<file path="src/rtl/serial_adder_ctrl.sv">
// serial_adder_ctrl: bit-serial W-bit adder controller.
// One shared 1-bit full adder cell is used W times, LSB first. The carry is
// registered between bits. The partial sum is collected in a shift register.
// When the last bit is done, the W-bit sum and the carry-out are loaded into
// the output registers and done pulses for one cycle.
// Optional feature: define SERIAL_ADDER_SUB_EN to add the 'sub' input.
// With sub=1 the block computes a - b as a + ~b + 1.
module serial_adder_ctrl #(
    parameter int W = 8
) (
    input  logic         clk,
    input  logic         rst_n,
    input  logic         start,
    input  logic [W-1:0] a,
    input  logic [W-1:0] b,
`ifdef SERIAL_ADDER_SUB_EN
    input  logic         sub,
`endif
    output logic         ready,
    output logic         busy,
    output logic         done,
    output logic [W-1:0] sum,
    output logic         co
);

    localparam int CW = $clog2(W);
    localparam logic [CW-1:0] LAST_BIT = CW'(W - 1);

    typedef enum logic [1:0] {
        IDLE = 2'd0,
        RUN  = 2'd1,
        DONE = 2'd2
    } state_t;

    state_t         state_q;
    logic [W-1:0]   a_q;
    logic [W-1:0]   b_q;
    logic [W-1:0]   psum_q;
    logic           carry_q;
    logic [CW-1:0]  cnt_q;
    logic [W-1:0]   sum_q;
    logic           co_q;
    logic           ready_q;
    logic           busy_q;
    logic           done_q;

    logic           cell_s;
    logic           cell_c;
    logic [W-1:0]   psum_d;
    logic [W-1:0]   b_load_d;
    logic           cin_load_d;

    // Shared full adder cell. It works on the LSBs of the operand shift registers.
    always_comb begin
        cell_s = a_q[0] ^ b_q[0] ^ carry_q;
        cell_c = (a_q[0] & b_q[0]) | (a_q[0] & carry_q) | (b_q[0] & carry_q);
        psum_d = {cell_s, psum_q[W-1:1]};
    end

    // Values loaded at accept time. Subtraction stores ~b and starts with carry 1.
`ifdef SERIAL_ADDER_SUB_EN
    always_comb begin
        b_load_d   = sub ? ~b : b;
        cin_load_d = sub;
    end
`else
    always_comb begin
        b_load_d   = b;
        cin_load_d = 1'b0;
    end
`endif

    // Controller FSM. The datapath registers and the status outputs are all registered here.
    always_ff @(posedge clk or negedge rst_n) begin
        if (!rst_n) begin
            state_q <= IDLE;
            a_q     <= '0;
            b_q     <= '0;
            psum_q  <= '0;
            carry_q <= 1'b0;
            cnt_q   <= '0;
            sum_q   <= '0;
            co_q    <= 1'b0;
            ready_q <= 1'b1;
            busy_q  <= 1'b0;
            done_q  <= 1'b0;
        end else begin
            case (state_q)
                IDLE: begin
                    if (start) begin
                        a_q     <= a;
                        b_q     <= b_load_d;
                        carry_q <= cin_load_d;
                        cnt_q   <= '0;
                        psum_q  <= '0;
                        state_q <= RUN;
                        ready_q <= 1'b0;
                        busy_q  <= 1'b1;
                    end
                end
                RUN: begin
                    a_q     <= {1'b0, a_q[W-1:1]};
                    b_q     <= {1'b0, b_q[W-1:1]};
                    psum_q  <= psum_d;
                    carry_q <= cell_c;
                    if (cnt_q == LAST_BIT) begin
                        // The last bit is done: publish the result and its carry-out.
                        sum_q   <= psum_d;
                        co_q    <= cell_c;
                        cnt_q   <= '0;
                        state_q <= DONE;
                        busy_q  <= 1'b0;
                        done_q  <= 1'b1;
                    end else begin
                        cnt_q <= cnt_q + CW'(1);
                    end
                end
                DONE: begin
                    state_q <= IDLE;
                    done_q  <= 1'b0;
                    ready_q <= 1'b1;
                end
                default: begin
                    state_q <= IDLE;
                    ready_q <= 1'b1;
                    busy_q  <= 1'b0;
                    done_q  <= 1'b0;
                end
            endcase
        end
    end

    assign ready = ready_q;
    assign busy  = busy_q;
    assign done  = done_q;
    assign sum   = sum_q;
    assign co    = co_q;

endmodule

</file>
<file path="config.mk">
export PLATFORM = sky130hd
export DESIGN_NAME = serial_adder_ctrl
export DESIGN_NICKNAME = d
export VERILOG_FILES = /design/src/rtl/serial_adder_ctrl.sv
export SDC_FILE = /design/constraint.sdc
export NUM_CORES = 1
export LEC_CHECK = 0
export ABC_AREA = 1
export CORE_MARGIN = 2
export CORE_UTILIZATION = 35
export CTS_BUF_LIST = sky130_fd_sc_hd__clkbuf_16
export CTS_CLUSTER_SIZE = 24
export DETAILED_ROUTE_END_ITERATION = 10
export GPL_ROUTABILITY_DRIVEN = 0
export MAX_ROUTING_LAYER = met4
export SYNTH_ARGS = -nofsm -noshare
export SYNTH_HDL_FRONTEND = slang
export SYNTH_SLANG_ARGS = --single-unit
export TNS_END_PERCENT = 30
</file>
<file path="constraint.sdc">
create_clock -name clk -period 1.7 [get_ports clk]
set_clock_uncertainty 0.15 [all_clocks]
set_input_delay 0.34 -clock clk [delete_from_list [all_inputs] [get_ports clk]]
set_output_delay 0.34 -clock clk [all_outputs]
set_load 0.02 [all_outputs]
</file>
==> impl_metrics.ini, run 1 <==
[drt]
totalWireLength_um = 3600
drtIter0Drc = 61
wire_per_inst_um = 10.7
num_vias = 1482
drt_pass1_iterations = 4
detail-route-antenna-nets = 0
vias_per_cell = 4.41
remaining_drc_errors = 0

[critical_path]
worstPathMaxFanout = 2
cp.buffers_inverters = 1
start_kind = flop
rrSetupSlack_ps = 210
cp_top_family = flip-flops
reg2reg_depth = 6
worst-endpoint-arrival_ps = 1120
timing.critical_path.slowest_stage_cell = dfstp_2
timing.critical_path.required_ps = 1210
worstSetupEndpointType = output port
critical_path_class = reg2out
cp_cell_sequence = dlygate4sd2_1
slowest_delay_ps = 520
r2r_end = sum[3]
crit-reg2reg-launch = cnt_q[0]

[floorplan]
num_io_pins = 31
initial_core_util_pct = 36.2
core_area_um2 = 5510
die-width_um = 79.5
placement_rows = 27
floorplan.die.height_um = 79.5
die_area_um2 = 6320

[synth]
netlist_top_cells_count = 76 x nand2_1, 40 x dfrtp_1, 37 x inv_1, 32 x nand3_1, 13 x o21ai_2
synthMostInstantiatedCell = nand2_1
netlist_area_um2 = 2000
synth_warnings = 0
synth_top_cell_area_share_pct = 50.2
syn-num-nets = 251
synth.largest_area_cell = dfrtp_1
yosys_most_used_dff = dfrtp_1
async_reset_ff_share_pct = 100
avg_synthesized_cell_area_um2 = 8.71
yosys.cell_types.count = 17
synth-seq-area-share_pct = 51.5
synth-edff-count = 0
syn_inst = 229
ys_top_cells_by_area = dfrtp_1 50%, nand2_1 14%, nand3_1 8.0%
ffs_latches_synth = 41

[cells_and_area]
sequential_cell_area_in_the_final_layout_um2 = 1030
drive_gt1_share_pct = 13.6
n_antenna_cell = 0
synthToLayoutAreaGrowth_pct = 24.8
utilization_pct = 45.2
multi_input_area_um2 = 708
final_net_count = 285
n_fill_cell = 548

[power_and_ir_drop]
total_leakage_power_nw = 1.32
max-vdd-ir-drop_v = 0.000694
p_per_area_nw_per_um2 = 1790

[cts]
path_clk_slew_ps = 60
clk_path_buf_depth = 2
clkLatencyLatePin_ps = 280
cts_inserted_buffers = 5
tritoncts = done
clock_tree.root_cell = clkbuf_16
clock_sink_count = 41
htree_num_levels = 2

[timing]
timing.fmax_mhz = 621
finalSetupViolations = 0
totalNegativeSetupSlack_ps = 0
worstMarginPinSlew_ps = 296
timing.max_slew.rel_slack_pct = 80.2
finalWorstSetupSlack_ps = 89.3
grt_setup_unrepaired = no
min_period_ps = 1610
report.final.hold_viol_count = 0
min_period_over_period_pct = 94.7
timing_max_transition_violations_final = 0

[job]
drv_cap = 0

[global_route]
grt_start_max_net_pins = 42
antenna_violations_before_repair = 0
grt_remaining_overflow = 0
grt_pass1_wl_um = 6420
grt_usage_pct = 13.3
via_count_of_the_first_global_routing_pass = 1439

[hold_path]
hp-class = reg2reg
sink_of_the_worst_hold_path = sum[7]
holdCritStartpoint = sum[7]
min_path_cells = 2

[outcome]
outcome = finished clean

[placement]
dpl_worst_slack_ps = 106
hpwl_um = 2380
io_buf_count = 30
logic make-up after synthesis:
| kind of cell | synth area share (%) |
|---|---|
| and+or+nand+nor | 26.3 |
| buffers and inverters | 13.0 |
| DFF | 51.5 |
| AOI/OAI and AO/OA | 6.96 |
| adders and majority gates | 2.26 |
registers in the layout (all words and copies together) (netlist names), 2 cells and up:
register / cells
psum_q: 7
state_q: 2
b_q: 8
sum: 8
cnt_q: 3
a_q: 8
layout make-up:
type | count | area share, %
Multi-Input combinational cell | 138 | 28.4
Clock inverter | 3 | 0.503
Timing Repair Buffer | 38 | 15.3
Tap cell | 72 | 3.62
Inverter | 39 | 5.88
Clock buffer | 5 | 5.03
Sequential cell | 41 | 41.3
metal layers:
| layer | up-vias | routed length [µm] | track usage [%] |
|---|---|---|---|
| li1 | 765 | - | - |
| met1 | 683 | 1740 | 16.4 |
| met2 | 27 | 1690 | 20.8 |
| met3 | 7 | 113 | 3.39 |
| met4 | 0 | 51 | 6.03 |
| met5 | - | 0 | - |
cells in the final DEF (no fill, tap or decap):
master and n:
inv_2 2, clkbuf_16 5, nand3_1 32, clkdlybuf4s50_1 17, o21ai_2 13, dfstp_2 1
nand2_4 4, buf_12 3, dfrtp_1 40, inv_1 37, o21ai_0 5, dlygate4sd3_1 1
nor2_1 3, dlygate4sd2_1 12, clkinv_1 2, buf_4 4, nand2_1 76, ha_1 2
buf_2 1, fa_1 1, clkinv_2 1, nor2_4 2
metrics by stage:
| stage | instance area [µm²] | cells | power (W) | hold WS [ps] |
|---|---|---|---|---|
| finish | 2490 | 336 | 0.00446 | 322 |
| global route | 2490 | 336 | 0.00488 | 351 |
| CTS | 2490 | 336 | 0.00453 | 327 |
| detailed placement | 2360 | 327 | 0.00372 | 183 |
| global placement | 2360 | 327 | 0.00368 | 185 |
| floorplan | 2000 | 229 | 0.00314 | -106 |
how the worst max path moves through the flow:
stage / start / endpoint / slack, ps / depth (start not counted)
after floorplan: cnt_q[0] / co / 320 / 6
after detailed placement: start / a_q[7] / 110 / 4
after CTS: ready / ready / 80 / 1
after global routing: ready / ready / 50 / 1
after global placement: ready / ready / 120 / 1
final: ready / ready / 90 / 1
report_power, final:
| group | total (W) | internal (W) | switching [W] |
|---|---|---|---|
| Clock | 0.000885 | 0.000530 | 0.000355 |
| Combinational | 0.00189 | 0.000755 | 0.00113 |
| Sequential | 0.00169 | 0.00144 | 0.000243 |
timing repair:
| item | in CTS | in global routing |
|---|---|---|
| hold endpoints to repair | 40 | 0 |
| setup buffers | 0 | 0 |
| endpoints found under the setup margin | 12 | 0 |
| gates resized for setup | 12 | 0 |
| hold buffers | 1 | 0 |
Note: power is estimated with default switching activity, not from simulation.
==> inputs of run 2 (changes only) <==
--- a/config.mk
+++ b/config.mk
@@ -6,13 +6,14 @@
 export NUM_CORES = 1
 export LEC_CHECK = 0
 export ABC_AREA = 1
-export CORE_MARGIN = 2
+export CORE_MARGIN = 1.5
 export CORE_UTILIZATION = 35
 export CTS_BUF_LIST = sky130_fd_sc_hd__clkbuf_16
 export CTS_CLUSTER_SIZE = 24
 export DETAILED_ROUTE_END_ITERATION = 10
 export GPL_ROUTABILITY_DRIVEN = 0
 export MAX_ROUTING_LAYER = met4
+export SETUP_SLACK_MARGIN = 0.3
 export SYNTH_ARGS = -nofsm -noshare
 export SYNTH_HDL_FRONTEND = slang
 export SYNTH_SLANG_ARGS = --single-unit
==> impl_metrics.ini, run 2 (synthesis results as in run 1) <==
[global_route]
grt_usage_pct = 14.3
grt_start_max_net_pins = 42
grt_pass1_wl_um = 6690
via_count_of_the_first_global_routing_pass = 1493
grt_remaining_overflow = 0
antenna_violations_before_repair = 0

[drt]
vias_per_cell = 4.43
drt_pass1_iterations = 4
totalWireLength_um = 3770
drtIter0Drc = 69
wire_per_inst_um = 11.2
detail-route-antenna-nets = 0
remaining_drc_errors = 0
num_vias = 1494

[power_and_ir_drop]
design_power_total_w = 0.00457
intPower_w = 0.00279
max-vdd-ir-drop_v = 0.000658
p_per_area_nw_per_um2 = 1810
seq_power_share_pct = 37.4
p_switching_w = 0.00178
power.clock.fraction_pct = 18.9
share_of_total_power_in_combinational_logic_pct = 43.7
total_leakage_power_nw = 1.31
netSwitchingFraction_pct = 38.9

[cells_and_area]
n_antenna_cell = 0
drive_gt1_share_pct = 19.6
final_net_count = 287
mostFrequentLayoutCell = nand2_1
final_cell_mix = 76 x nand2_1, 39 x dfrtp_1, 38 x inv_1, 32 x nand3_1, 17 x clkdlybuf4s50_1
synthToLayoutAreaGrowth_pct = 26.1
post_route_design_area_um2 = 2520

[critical_path]
cp.buffers_inverters = 1
timing.critical_path.required_ps = 1210
cp_cell_sequence = buf_4
slowest_delay_ps = 530
reg2reg_depth = 6
critical_path_class = reg2out
cp_top_family = flip-flops
start_kind = flop
worstSetupEndpointType = output port
timing.critical_path.slowest_stage_cell = dfstp_2
worst-endpoint-arrival_ps = 930
worstPathMaxFanout = 2
critical_path_cell_count = 1

[outcome]
outcome = finished clean

[cts]
htree_num_levels = 2
clkLatencyLatePin_ps = 280
cts_inserted_buffers = 5
clock_tree.root_cell = clkbuf_16
path_clk_slew_ps = 60
clock_sink_count = 41
clk_path_buf_depth = 2
tritoncts = done

[hold_path]
min_path_cells = 2
hp-class = reg2reg

[floorplan]
die_area_um2 = 6160
initial_core_util_pct = 36.2
die-width_um = 78.5
core_area_um2 = 5510
placement_rows = 27
floorplan.die.height_um = 78.5
num_io_pins = 31

[timing]
grt_setup_unrepaired = yes
min_period_ps = 1420
report.final.hold_viol_count = 0
worstMarginPinSlew_ps = 302
totalNegativeSetupSlack_ps = 0
timing.fmax_mhz = 702
finalSetupViolations = 0
min_period_over_period_pct = 83.8
timing_max_transition_violations_final = 0
timing.max_slew.rel_slack_pct = 79.9

[placement]
io_buf_count = 30
placed_area_um2 = 2360
hpwl_um = 2530

[job]
drv_cap = 0
-- run 2: power by group through the flow --
stage / clock [W] / sequential (W) / combinational, W
final: 0.000865 / 0.00171 / 0.00199
after global routing: 0.000939 / 0.00175 / 0.00227
after CTS: 0.000895 / 0.00170 / 0.00197
after detailed placement: 0 / 0.00172 / 0.00203
after global placement: 0 / 0.00170 / 0.00200
after floorplan: 0 / 0.00182 / 0.00131
-- run 2: path summary, 6_finish.rpt --
kind | slack, ps | startpoint | endpoint
worst max register to register | 330 | state_q[1] | b_q[7]
worst min register to register | 320 | sum[1] | sum[1]
min in group asynchronous | 410 | rst_n | psum_q[1]
worst min-delay path | 320 | sum[1] | sum[1]
max in group asynchronous | 730 | rst_n | ready
worst max-delay path | 280 | ready | ready
-- run 2: repair_timing --
action,4_1_cts,5_1_grt
endpoints found under the hold margin,40,0
gates resized for setup,46,5
hold buffers,1,0
setup buffers,0,1
endpoints found under the setup margin,37,32
-- run 2: per-layer routing --
layer  vias up  part of all wire [%]  GRT usage [%]
met1       690                    45           16.4
met3         5                   4.2           3.72
li1        765                     -              -
met5         -                     0              -
met2        34                    49           24.0
met4         0                   1.7           5.54
-- run 2: cell type report --
cell class                      instances  area, µm²
Clock buffer                            5        125
Clock inverter                          2       7.51
Fill cell                             547       2990
Inverter                               39        146
Multi-Input combinational cell        138        741
Sequential cell                        41       1030
Tap cell                               72       90.1
Timing Repair Buffer                   40        378
-- run 2: per-stage QoR --
step,utilization (%),cells,hold WS [ps],worst slack (ps)
global route,45.7,337,346,252
detailed placement,42.9,328,181,103
global placement,42.9,328,182,107
finish,45.7,337,324,276
CTS,45.2,336,331,267
floorplan,-,229,-106,323
